<file path="config.mk">
export PLATFORM = sky130hd
export DESIGN_NAME = booth_mul_arbiter
export DESIGN_NICKNAME = d
export VERILOG_FILES = /design/src/rtl/booth_mul_pkg.sv /design/src/rtl/rr_arbiter.sv /design/src/rtl/booth_mul_arbiter.sv
export SDC_FILE = /design/constraint.sdc
export NUM_CORES = 1
export LEC_CHECK = 0
export CAP_MARGIN = 0
export CORE_ASPECT_RATIO = 0.7
export CORE_UTILIZATION = 41
export CTS_BUF_LIST = sky130_fd_sc_hd__clkbuf_4
export CTS_CLUSTER_DIAMETER = 100
export DETAILED_ROUTE_END_ITERATION = 12
export PLACE_DENSITY = 0.83
export REMOVE_ABC_BUFFERS = 1
export SETUP_SLACK_MARGIN = 0.05
export SLEW_MARGIN = 10
export SYNTH_ARGS = -nofsm -noshare
export SYNTH_HDL_FRONTEND = slang
export SYNTH_SLANG_ARGS = --single-unit
</file>
<file path="constraint.sdc">
create_clock -name clk -period 2.75 [get_ports clk]
set_clock_uncertainty 0.05 [all_clocks]
set_input_delay 0.55 -clock clk [delete_from_list [all_inputs] [get_ports clk]]
set_output_delay 0.55 -clock clk [all_outputs]
set_load 0.02 [all_outputs]
</file>
<file path="src/rtl/booth_mul_pkg.sv">
// Shared types and constants for the Booth multiplier arbiter.
//   state_t     : scheduler states
//   DEF_W       : default operand width
//   DEF_TIMEOUT : default watchdog limit, in ISSUE cycles
//   id_width()  : requester id width, clog2 with a floor of 1 bit
package booth_mul_pkg;

   typedef enum logic [1:0] {
      IDLE    = 2'd0,
      ISSUE   = 2'd1,
      RELEASE = 2'd2,
      HALT    = 2'd3
   } state_t;

   localparam int DEF_W       = 8;
   localparam int DEF_TIMEOUT = 63;

   function automatic int id_width(input int n);
      return (n <= 2) ? 1 : $clog2(n);
   endfunction

endpackage

</file>
<file path="src/rtl/rr_arbiter.sv">
// Combinational round-robin picker.
//   req        : request levels, one bit per requester
//   last_grant : id granted most recently; search starts at last_grant+1
//   win        : one-hot winner (all zero when req == 0)
//   win_id     : binary id of the winner (0 when req == 0)
module rr_arbiter
   import booth_mul_pkg::*;
#(
   parameter int NREQ = 4
) (
   input  logic [NREQ-1:0]             req,
   input  logic [id_width(NREQ)-1:0]   last_grant,
   output logic [NREQ-1:0]             win,
   output logic [id_width(NREQ)-1:0]   win_id
);

   localparam int IW = id_width(NREQ);

   logic [IW-1:0] cand;

   // Walk from the lowest priority slot to the highest so the last hit,
   // i.e. the one closest after last_grant, is the one that sticks.
   always_comb begin
      win    = '0;
      win_id = '0;
      cand   = '0;
      for (int i = NREQ - 1; i >= 0; i--) begin
         cand = IW'((int'(last_grant) + 1 + i) % NREQ);
         if (req[cand]) begin
            win       = '0;
            win[cand] = 1'b1;
            win_id    = cand;
         end
      end
   end

endmodule

</file>
<file path="src/rtl/booth_mul_arbiter.sv">
// Round-robin scheduler sharing one W x W Booth multiplier among NREQ
// requesters, with a watchdog on the multiplier's done pulse.
//   clk, rst      : clock; asynchronous active-low reset
//   req           : request levels, sampled only in IDLE
//   a_in, b_in    : packed operands, requester k owns [k*W +: W]
//   gnt           : one-cycle one-hot pulse, operands captured
//   resp_valid    : one-cycle pulse, resp_id/resp_product updated
//   resp_id       : requester owning resp_product
//   resp_product  : product, held until the next resp_valid
//   busy          : high in ISSUE and RELEASE
//   err           : sticky watchdog error, only rst clears it
//   mul_start     : level start to the multiplier
//   mul_a, mul_b  : multiplier operands, constant through ISSUE
//   mul_done      : multiplier completion pulse (ignored outside ISSUE)
//   mul_product   : multiplier result
module booth_mul_arbiter
   import booth_mul_pkg::*;
#(
   parameter int NREQ    = 4,
   parameter int W       = DEF_W,
   parameter int TIMEOUT = DEF_TIMEOUT
) (
   input  logic                        clk,
   input  logic                        rst,
   input  logic [NREQ-1:0]             req,
   input  logic [NREQ*W-1:0]           a_in,
   input  logic [NREQ*W-1:0]           b_in,
   output logic [NREQ-1:0]             gnt,
   output logic                        resp_valid,
   output logic [id_width(NREQ)-1:0]   resp_id,
   output logic [2*W-1:0]              resp_product,
   output logic                        busy,
   output logic                        err,
   output logic                        mul_start,
   output logic [W-1:0]                mul_a,
   output logic [W-1:0]                mul_b,
   input  logic                        mul_done,
   input  logic [2*W-1:0]              mul_product
);

   localparam int IW = id_width(NREQ);
   localparam int CW = $clog2(TIMEOUT + 1);

   state_t        state;
   logic [IW-1:0] last_grant;
   logic [IW-1:0] cur_id;
   logic [CW-1:0] wd;

   logic [NREQ-1:0] win;
   logic [IW-1:0]   win_id;

   rr_arbiter #(.NREQ(NREQ)) u_rr (
      .req        (req),
      .last_grant (last_grant),
      .win        (win),
      .win_id     (win_id)
   );

   always_ff @(posedge clk or negedge rst) begin
      if (!rst) begin
         state        <= IDLE;
         last_grant   <= IW'(NREQ - 1);
         cur_id       <= '0;
         wd           <= '0;
         gnt          <= '0;
         resp_valid   <= 1'b0;
         resp_id      <= '0;
         resp_product <= '0;
         busy         <= 1'b0;
         err          <= 1'b0;
         mul_start    <= 1'b0;
         mul_a        <= '0;
         mul_b        <= '0;
      end else begin
         gnt        <= '0;
         resp_valid <= 1'b0;
         case (state)
            IDLE: begin
               if (|req) begin
                  gnt       <= win;
                  cur_id    <= win_id;
                  mul_a     <= a_in[int'(win_id)*W +: W];
                  mul_b     <= b_in[int'(win_id)*W +: W];
                  mul_start <= 1'b1;
                  busy      <= 1'b1;
                  wd        <= '0;
                  state     <= ISSUE;
               end
            end
            ISSUE: begin
               // done wins over the watchdog if both land on the same cycle
               if (mul_done) begin
                  resp_product <= mul_product;
                  resp_id      <= cur_id;
                  resp_valid   <= 1'b1;
                  mul_start    <= 1'b0;
                  last_grant   <= cur_id;
                  state        <= RELEASE;
               end else if (wd == CW'(TIMEOUT - 1)) begin
                  // this is the TIMEOUT-th ISSUE cycle without done
                  mul_start <= 1'b0;
                  busy      <= 1'b0;
                  err       <= 1'b1;
                  state     <= HALT;
               end else begin
                  wd <= wd + CW'(1);
               end
            end
            RELEASE: begin
               // one cycle with start low lets the multiplier fall back to load
               busy  <= 1'b0;
               state <= IDLE;
            end
            default: begin
               // HALT: absorbing until rst
               state <= HALT;
            end
         endcase
      end
   end

endmodule

</file>
# == Word level (Yosys, flattened, before mapping) ==
# Cells that the tools add are included.
# totals
input_bits,87
word_cells,94
output_inout_bits,42
reg_bits,54
# op_classes
mux,42
n_lt_le_gt_ge,8
n_shift,2
n_reduce_logical,15
n_eq_ne,8
n_bitwise,1
addsub,5
# op_table
op,n
$shiftx 32x6->8,2
$mux 4,6
$mux 6,3
$mux 1,14
$mux 2,7
$lt 2x3->1 const B,4
$pmux 6 s2,1
$bmux 1 s2,4
$demux 1 s2,4
$ge 2x1->1 const B,4
$ne 2x2->1 const B,4
$reduce_and 4->1,2
$add 2x2->2 const B,3
$add 6x1->6 const B,1
$eq 6x6->1 const B,1
$pmux 2 s3,1
$reduce_and 2->1,3
$reduce_and 3->1,2
$logic_and 1x1->1,4
$reduce_or 4->1,1
$ne 3x3->1 const B,1
$pmux 1 s3,1
$reduce_bool 3->1,1
$add 2x1->2 const B,1
6 further kinds,6

# == Depth between registers and ports, before layout ==
# Gate-level depths: netlist of run 1.
# logic_depth
ltp_word,12
ltp_mapped,12
ltp_nobuf,8

# == Hierarchy ==
# Synthesis of run 1 repeated with hierarchy kept, for this count alone.
# hier_totals
hier_cells,298
area_unflattened_um2,3266.9
# modules_own_cells
mod,cells_each,area_each_um2,instances,seq_area_each_um2
booth_mul_arbiter,225,2658.8,1,1353.8
rr_arbiter,73,608.1,1,0.0

# == Worst setup path after synthesis of run 1 ==
# No wires, ideal clock.
# synth_timing
path_type,register to register
from,register last_grant[0]
to,register mul_b[4]
setup_time_ps,132
t_required_ps,2568
slack_ps,46
arrival_ps,2522
stages_incl_launch_ff,13
synth_period_minus_slack_ps,2704
path_cell_list,dfstp_2 -> buf_6 -> inv_1 -> ha_1 -> buf_4 -> mux2i_1 -> mux2i_1 -> a21oi_1 -> o22a_1 -> buf_6 -> buf_6 -> mux2i_1 -> o211ai_2
# synth_between
elab_chain_len,9
word_cells_on_any_way,17
classes_between,4 x add/sub; 1 x shift; 12 x mux
# synth_lines
item,line,source
from (decl),booth_mul_arbiter.sv:45,logic [IW-1:0] last_grant;
from (signal assigned),booth_mul_arbiter.sv:62,last_grant <= IW'(NREQ - 1);
from (signal assigned),booth_mul_arbiter.sv:97,last_grant <= cur_id;
$add 2x1->2 *,rr_arbiter.sv:28,cand = IW'((int'(last_grant) + 1 + i) % NREQ);
$add 2x2->2,rr_arbiter.sv:28,
$bmux 1 s2,rr_arbiter.sv:29,if (req[cand]) begin
$mux 1 (not written as such),rr_arbiter.sv:29,
$mux 2 (3 in series),rr_arbiter.sv:29,
$mux 2 *,rr_arbiter.sv:29,
$shiftx 32x6->8 *,booth_mul_arbiter.sv:83,mul_b <= b_in[int'(win_id)*W +: W];
to (signal assigned),booth_mul_arbiter.sv:83,
to (decl),booth_mul_arbiter.sv:36,"output logic [W-1:0] mul_b,"
# Every way passes the cells marked *; elsewhere a longest branch is shown, timed or not. The select of a mux whose other input is x is not followed.
# A chain may end at the register's enable or synchronous reset.

# == Worst setup path in the final report of run 1 ==
# layout_timing
from,register last_grant[0]
to,register mul_b[0]
# The elaborated chain is that of the path after synthesis.

==> results of run 1 <==
==> sequential cells by signal (all words and copies together), names as in the netlist, 2 cells and up <==
name,count
cur_id,2
gnt,4
last_grant,2
mul_a,8
mul_b,8
resp_id,2
resp_product,16
state,2
wd,6
==> per-stage QoR <==
step	cell area [um^2]	util [%]	total power [mW]	hold WS, ns
finish	5070	63.8	5.85	0.226
floorplan	3230	-	3.66	0.204
CTS	4900	61.7	5.52	0.244
global route	5070	63.8	6.22	0.268
detailed placement	4840	61.0	5.14	0.419
global placement	4840	61.0	5.01	0.412
==> where the power goes <==
group	leakage [nW]	internal (mW)	total [mW]	switching (mW)
sequential	0.668	1.16	1.36	0.204
combinational	1.48	2.07	4.13	2.06
clock	0.0356	0.111	0.359	0.248
total	2.18	3.35	5.85	2.51
==> layer usage <==
layer	up-vias	track usage (%)
met3	13	4.86
li1	1440	-
met5	-	0
met2	88	33.0
met1	1449	25.7
met4	0	6.13
==> worst paths after layout <==
check	from	end	slack, ns	depth (start not counted)
setup / recovery	last_grant[0]$_DFFE_PN1P_	mul_b[0]$_DFFE_PN0P_	0.13	8
hold reg to reg	resp_id[0]$_DFFE_PN0P_	resp_id[0]$_DFFE_PN0P_	0.44	2
max in group asynchronous	rst	mul_a[6]$_DFFE_PN0P_	1.93	2
hold / removal	rst	state[1]$_DFFE_PN0P_	0.23	2
setup reg to reg	last_grant[0]$_DFFE_PN1P_	mul_b[0]$_DFFE_PN0P_	0.13	8
min in group clk	resp_id[0]$_DFFE_PN0P_	resp_id[0]$_DFFE_PN0P_	0.44	2
==> logic make-up after synthesis <==
| family | after synthesis |
|---|---|
| buffers and inverters | 28 |
| AND/OR/NAND/NOR | 77 |
| multiplexers | 59 |
| AO/OA/AOI/OAI | 86 |
| flip-flops | 54 |
| adder cells (fa/ha/maj) | 9 |
| XOR/XNOR | 3 |
==> Yosys cell counts (all sizes together), types with 3 or more instances <==
cell type,number
nand3,3
nor3b,3
a21oi,11
buf,13
or2,3
clkbuf,6
inv,8
o211ai,16
ha,9
and2,3
o21ai,7
nand2,40
mux2,21
a21boi,31
dfrtp,52
a221o,3
mux2i,37
nor2,14
==> timing repair <==
item,CTS,global route
resized for setup,1,20
endpoints found under the setup margin,3,16
cloned,0,3
buffers inserted,0,2
pin swaps,0,6
==> critical path, stage by stage, from the launching register on <==
cell        delay, ns
dfstp_2          0.59
clkinvlp_4       0.17
ha_4             0.37
inv_1            0.09
a221o_2          0.41
a31o_2           0.26
or2_4            0.29
buf_12           0.15
o211ai_1         0.16
==> area by class of cell <==
type / count / share of cell area (%)
well taps: 101 / 2.49
multi-input cells: 235 / 38.4
flip-flops and latches: 54 / 26.7
inverters: 9 / 0.765
clock buffers: 6 / 0.889
clock inverters: 2 / 0.272
repair buffers: 154 / 30.5
==> impl_metrics.json, run 1 <==
{
  "synth_top_family_by_area": "compound AO/OA/AOI/OAI gates",
  "critPathMaxFanout": 8,
  "seq_area_frac_synth_pct": 40.0,
  "synthMuxAreaShare_pct": 19.3,
  "worst_slew_pin_slew_ns": 0.735,
  "vias": 2990,
  "yosys.area.top_type_share_pct": 38.4,
  "postCtsHoldBufs": 0,
  "synth-xor-area-share_pct": 0.776,
  "io_pins": 129,
  "port_buffers": 128,
  "initial_core_util_pct": 42.6,
  "final_cells": 561,
  "cts_tree": "yes",
  "crit_arrival_ns": 2.85,
  "mostFrequentLayoutCells": "127 x clkdlybuf4s50_1, 52 x dfrtp_1, 40 x nand2_1",
  "antennaDiodeCount": 0,
  "worstPathRequired_ns": 2.98,
  "area_delta_synth_final_pct": 49.7,
  "nets": 555,
  "multi_input_area_um2": 1950,
  "drtIter0Drc": 147,
  "pre_cts_ws_ns": -0.0573,
  "antenna_found_initial": 0,
  "wl_met3_um": 592,
  "die_h_um": 78.0,
  "drv_slew": 0,
  "ir_drop_uv": 647,
  "avgSynthCellArea_um2": 10.7,
  "fmax_mhz": 382,
  "ys_types": 61,
  "min_period_ns": 2.62,
  "synth.largest_area_cell": "dfrtp_1",
  "grt_pass1_wl_um": 14100,
  "route.detailed.drc": 0,
  "cts.sinks": 54,
  "synth_ff_type": "dfrtp_1",
  "ys.warnings.count": 0,
  "setup_viol": 0,
  "power_density_nw_per_um2": 1160,
  "gr-usage-all-layers_pct": 19.9,
  "met2WireLength_um": 4350,
  "cap_violations": 0,
  "nFillCells": 631,
  "die_x_um": 111,
  "place_congestion": 0.829,
  "h-tree-depth": 2,
  "grt_overflow": 0,
  "hold_class": "in2async",
  "layout_setup_ws_ns": 0.134,
  "synth_fa_ha_area_share_pct": 3.33,
  "path_clk_slew_ns": 0.15,
  "first_pass_iters": 4,
  "grt_max_degree": 55,
  "wl_per_cell_um": 16.3,
  "period_share_pct": 95.1,
  "met1Wirelength_um": 4080,
  "async_reset_ff_share_pct": 100,
  "synth_edf_count": 0,
  "top_layer_used": "met4",
  "syn_area_um2": 3380,
  "yosys.area_share.simple_pct": 10.4,
  "row_count": 27,
  "ant_nets": 0,
  "hold_violations": 0,
  "slew_headroom_pct": 50.9,
  "core_um2": 7940,
  "drive_above_1_share_pct": 20.4,
  "finalWirelength_um": 9170,
  "ys_ff_latch": 54,
  "synth_cells": 316,
  "clock-root-buffer": "clkbuf_4",
  "die-area_um2": 8630,
  "place_hpwl_um": 6540,
  "layout_commonest_cell": "clkdlybuf4s50_1",
  "cp-start-kind": "flop",
  "synthTopCellsByArea": "dfrtp_1 38%, mux2i_1 11%, mux2_2 5.7%, a21boi_0 5.1%, nand2_1 4.4%",
  "dp.cells": 548,
  "clockBufferDepth": 2,
  "seqCellArea_um2": 1350,
  "end_kind": "flop",
  "numCtsBuffers": 5,
  "via_per_inst": 5.33,
  "crit_type": "reg2reg",
  "grt_pass1_vias": 3007,
  "synth_compound_gate_area_share_pct": 20.7,
  "tns_ns": 0,
  "rsz0062_at_grt": "false",
  "clock_latency_ns": 0.37,
  "p_leak_nw": 2.18,
  "status": "finished clean"
}
Note: power is estimated with default switching activity, not from simulation.
==> run 2: changes to the inputs <==
- CORE_UTILIZATION: 41 -> 47
- PLACE_DENSITY: 0.83 -> 0.9
- clock period: 2.75 -> 3.05 ns (I/O delays scaled with it)
==> run 2 against run 1 <==
Via count decreased by 0.17%. Worst setup slack improved by 0.12 ns. Critical path type unchanged. Combinational power decreased by 20%. Global-route usage increased by 3.7 points. Critical endpoint is now mul_b[4]$_DFFE_PN0P_. Largest cell class unchanged. Wire length decreased by 8.1%. Highest routed layer unchanged. Design area decreased by 4.7%. Total power decreased by 16%.
==> impl_metrics.json, run 2 (synthesized netlist as in run 1, its figures left out) <==
{
  "status": "finished clean",
  "first_pass_iters": 4,
  "hold_class": "in2async",
  "grt_max_degree": 36,
  "finalWirelength_um": 8420,
  "nFillCells": 487,
  "largest_register_ff_count": 16,
  "die_x_um": 103,
  "slew_headroom_pct": 47.8,
  "grt_pass1_vias": 2860,
  "power.switching_mw": 2.12,
  "crit_type": "reg2reg",
  "drtIter0Drc": 132,
  "postCtsHoldBufs": 0,
  "layout_commonest_cell": "clkdlybuf4s50_1",
  "wl_per_cell_um": 15.6,
  "switching_share_pct": 43.1,
  "fmax_mhz": 358,
  "route.detailed.drc": 0,
  "rsz0062_at_grt": "false",
  "timing.rr.end": "mul_b[4]$_DFFE_PN0P_",
  "gr-usage-all-layers_pct": 23.5,
  "place_hpwl_um": 6360,
  "regToRegSetupSlack_ns": 0.26,
  "grt_pass1_wl_um": 13700,
  "vias": 2985,
  "seqPwrFrac_pct": 24.8,
  "core_um2": 6850,
  "clockPowerShare_pct": 8.6,
  "p_leak_nw": 2.09,
  "place_congestion": 0.924,
  "via_per_inst": 5.54,
  "r2r_cells": 9,
  "clock_latency_ns": 0.39,
  "numCtsBuffers": 5,
  "critPathMaxFanout": 33,
  "regMostFlops": "resp_product",
  "antennaDiodeCount": 0,
  "min_period_ns": 2.79,
  "setup_viol": 0,
  "largestRegisters": "resp_product (16), mul_a (8), mul_b (8)",
  "ant_nets": 0,
  "path_clk_slew_ns": 0.16,
  "h-tree-depth": 2,
  "r2r-start": "last_grant[0]$_DFFE_PN1P_",
  "period_share_pct": 91.6,
  "clock-root-buffer": "clkbuf_4",
  "layout_setup_ws_ns": 0.255,
  "cp-start-kind": "flop",
  "area_delta_synth_final_pct": 42.7,
  "worst_slew_pin_slew_ns": 0.784,
  "drive_above_1_share_pct": 15.3,
  "crit_arrival_ns": 3.01,
  "hold_slack_ns": 0.225,
  "nets": 540,
  "pre_cts_ws_ns": 0.0661,
  "drv_slew": 0,
  "worstPathRequired_ns": 3.26,
  "io_pins": 129,
  "die-area_um2": 7550,
  "intPower_mw": 2.81,
  "row_count": 25,
  "clockBufferDepth": 2,
  "ir_drop_uv": 557,
  "cap_violations": 0,
  "ctsResizeCount": 0,
  "grt_overflow": 0,
  "tns_ns": 0,
  "critPathLaunch": "last_grant[0]$_DFFE_PN1P_",
  "port_buffers": 128,
  "mostFrequentLayoutCells": "127 x clkdlybuf4s50_1, 52 x dfrtp_1, 40 x nand2_1",
  "postCtsSetupBuffers": 0,
  "combPwrFrac_pct": 66.6,
  "initial_core_util_pct": 49.4,
  "antenna_found_initial": 0,
  "cts.sinks": 54,
  "power_density_nw_per_um2": 1020,
  "cts_tree": "yes",
  "utilization_pct": 70.5,
  "die_h_um": 73,
  "end_kind": "flop",
  "hold_violations": 0
}
## run 2: cell types whose count changed in the layout (fill, tap and decap cells not counted), moves of 3 or more
| cell | before | now |
|---|---|---|
| buf_4 | 21 | 10 |
| mux2i_1 | 32 | 36 |
| mux2i_2 | 3 | 0 |
| or2_4 | 3 | 0 |
## run 2: final cells by class
class	instances	area [um^2]	area share, %
clock inverters	3	47.5	0.984
well taps	94	118	2.43
flip-flops and latches	54	1350	28.0
clock buffers	5	37.5	0.777
multi-input cells	234	1850	38.3
repair buffers	140	1390	28.8
inverters	9	35.0	0.725
## run 2: per-stage QoR
step	instance area, um^2	cells	power [mW]
finish	4830	539	4.93
floorplan	3230	297	3.30
global route	4830	539	5.27
CTS	4830	539	4.96
global placement	4740	531	4.39
detailed placement	4740	531	4.51
## run 2: worst max-delay path by stage
stage          slack (ns)              endpoint
2_1_floorplan       -0.44  mul_a[0]$_DFFE_PN0P_
5_1_grt              0.10  mul_b[1]$_DFFE_PN0P_
3_3_place_gp         0.18  mul_b[4]$_DFFE_PN0P_
3_5_place_dp         0.07  mul_b[4]$_DFFE_PN0P_
6_report             0.26  mul_b[4]$_DFFE_PN0P_
4_1_cts              0.20  mul_b[4]$_DFFE_PN0P_
## run 2: power groups by stage
| stage | Clock, mW | Combinational (mW) | Sequential, mW |
|---|---|---|---|
| floorplan | 0 | 1.74 | 1.55 |
| global placement | 0 | 3.17 | 1.22 |
| detailed placement | 0 | 3.27 | 1.23 |
| CTS | 0.438 | 3.30 | 1.22 |
| global route | 0.460 | 3.55 | 1.26 |
| finish | 0.423 | 3.29 | 1.22 |
## run 2: worst max-delay path, cell delays in order, from the launching register on
cell	delay, ns
dfstp_2	0.56
buf_4	0.18
ha_2	0.28
or2_1	0.23
mux2i_4	0.35
a21boi_2	0.20
o22a_2	0.17
buf_12	0.23
mux2i_1	0.29
o211ai_2	0.11
## run 2: metal layers
layer	routed length [um]	global-route usage, %	up-vias
met5	0	0	-
met1	3650	32.8	1456
met2	4100	37.5	116
met3	568	5.27	12
li1	-	-	1401
met4	105	5.32	0
==> run 3: changes to the inputs <==
- CORE_ASPECT_RATIO: 0.7 -> 1.1
==> run 3 against run 2 <==
First-iteration DRC count decreased by 20%. Global-route usage decreased by 1.4 points. Combinational power about the same. Flip-flop and latch count unchanged. Hold slack got worse by 0.0062 ns. Highest routed layer unchanged. Non-clock buffer count increased by 3. Via count decreased by 2.0%. Largest power group unchanged. Clock power decreased by 25%. Critical endpoint is now mul_a[3]$_DFFE_PN0P_. Sequential power about the same. Die area about the same. Clock-buffer cell count unchanged. Critical path type unchanged.
==> impl_metrics.json, run 3 (synthesized netlist as in run 1, its figures left out) <==
{
  "worst_slew_pin_slew_ns": 0.738,
  "grt_pass1_vias": 2891,
  "antennaDiodeCount": 0,
  "power_mw": 4.83,
  "min_period_ns": 2.81,
  "gr-usage-all-layers_pct": 22.1,
  "drtIter0Drc": 105,
  "hold_violations": 0,
  "regMostFlops": "resp_product",
  "nFillCells": 544,
  "die_x_um": 82.9,
  "ctsResizeCount": 0,
  "r2r_cells": 9,
  "nets": 543,
  "crit_arrival_ns": 3.02,
  "h-tree-depth": 2,
  "row_count": 32,
  "initial_core_util_pct": 48.3,
  "multi_input_area_um2": 1850,
  "wl_per_cell_um": 15.5,
  "largest_register_ff_count": 16,
  "mostFrequentLayoutCells": "127 x clkdlybuf4s50_1, 52 x dfrtp_1, 40 x nand2_1",
  "numCtsBuffers": 5,
  "postCtsSetupBuffers": 0,
  "cts_tree": "yes",
  "place_hpwl_um": 6350,
  "cts.sinks": 54,
  "layout_commonest_cell": "clkdlybuf4s50_1",
  "critPathMaxStageDelay_ns": 0.56,
  "fmax_mhz": 356,
  "via_per_inst": 5.49,
  "timing.rr.end": "mul_a[3]$_DFFE_PN0P_",
  "hold_class": "in2async",
  "core_um2": 7010,
  "power_density_nw_per_um2": 1000,
  "route.detailed.drc": 0,
  "rsz0062_at_grt": "false",
  "cp-start-kind": "flop",
  "antenna_found_initial": 0,
  "grt_max_degree": 33,
  "cp_slowest_cell": "dfstp_2",
  "cap_violations": 0,
  "critPathMaxFanout": 19,
  "regToRegSetupSlack_ns": 0.24,
  "place_congestion": 0.855,
  "die-area_um2": 7540,
  "status": "finished clean",
  "largestRegisters": "resp_product (16), mul_a (8), mul_b (8)",
  "final_cells": 533,
  "ant_nets": 0,
  "worstPathRequired_ns": 3.26,
  "grt_overflow": 0,
  "grt_pass1_wl_um": 13600,
  "finalWirelength_um": 8290,
  "p_leak_nw": 2.10,
  "first_pass_iters": 4,
  "r2r-start": "last_grant[0]$_DFFE_PN1P_",
  "drv_slew": 0,
  "clock_latency_ns": 0.37,
  "clockBufferDepth": 2,
  "slew_headroom_pct": 50.7,
  "period_share_pct": 92.1,
  "dp.cells": 525,
  "crit_type": "reg2reg",
  "vias": 2924,
  "seqCellArea_um2": 1350,
  "end_kind": "flop",
  "ir_drop_uv": 540,
  "area_delta_synth_final_pct": 42.6,
  "postCtsHoldBufs": 0,
  "io_pins": 129,
  "drive_above_1_share_pct": 15.4,
  "die_h_um": 91,
  "port_buffers": 128,
  "path_clk_slew_ns": 0.16,
  "tns_ns": 0,
  "crit_chain": "inv_1 -> ha_1 -> or2_1 -> mux2i_4 -> a21boi_2 -> o22a_2 -> buf_12 -> mux2i_1 -> o211ai_2",
  "setup_viol": 0,
  "clock-root-buffer": "clkbuf_4"
}
-- run 3: cell types whose count changed in the layout (fill, tap and decap cells not counted), sizes merged --
cell / previous run / this run
buf: 13 / 16
bufinv: 1 / 0
clkinv: 1 / 4
inv: 10 / 8
-- run 3: power breakdown --
part	leakage, nW	total, mW	internal (mW)	switching [mW]
logic	1.40	3.30	1.61	1.69
clock network	0.0328	0.319	0.0910	0.228
registers	0.668	1.21	1.05	0.168
-- run 3: critical path: cells and delay by family, from the launching register on --
kind                       cells  cell delay, ns
muxes                          2            0.57
AOI/OAI and AO/OA              3            0.57
DFF                            1            0.56
and+or+nand+nor                1            0.34
buffers and inverters          2            0.32
adders and majority gates      1            0.31
-- run 3: worst max path at each step --
stage                                   start                    to  slack [ns]
global route        last_grant[0]$_DFFE_PN1P_  mul_a[3]$_DFFE_PN0P_        0.11
detailed placement                     req[2]  mul_a[3]$_DFFE_PN0P_        0.13
floorplan           last_grant[0]$_DFFE_PN1P_  mul_a[0]$_DFFE_PN0P_       -0.44
CTS                 last_grant[0]$_DFFE_PN1P_  mul_a[3]$_DFFE_PN0P_        0.26
global placement                       req[2]  mul_b[3]$_DFFE_PN0P_        0.26
finish              last_grant[0]$_DFFE_PN1P_  mul_a[3]$_DFFE_PN0P_        0.24
-- run 3: cell type report --
type,instances,area share [%]
Clock buffer,5,0.778
Clock inverter,3,0.441
Inverter,9,0.726
Multi-Input combinational cell,234,38.2
Sequential cell,54,28.1
Tap cell,85,2.20
Timing Repair Buffer,143,29.6
-- run 3: per-layer routing --
| metal | GRT usage [%] | vias up | wire length, um |
|---|---|---|---|
| met3 | 3.36 | 22 | 339 |
| met4 | 8.91 | 0 | 236 |
| li1 | - | 1405 | - |
| met2 | 40.4 | 92 | 4430 |
| met5 | 0 | - | 0 |
| met1 | 25.7 | 1405 | 3280 |
-- run 3: stage by stage --
step | setup WS, ns | hold slack [ns] | cell area [um^2] | util, %
after CTS | 0.263 | 0.226 | 4830 | 68.9
after detailed placement | 0.130 | 0.414 | 4770 | 68.0
final | 0.240 | 0.219 | 4830 | 68.9
after global routing | 0.106 | 0.257 | 4830 | 68.9
after floorplan | -0.441 | 0.264 | 3230 | -
after global placement | 0.256 | 0.408 | 4770 | 68.0
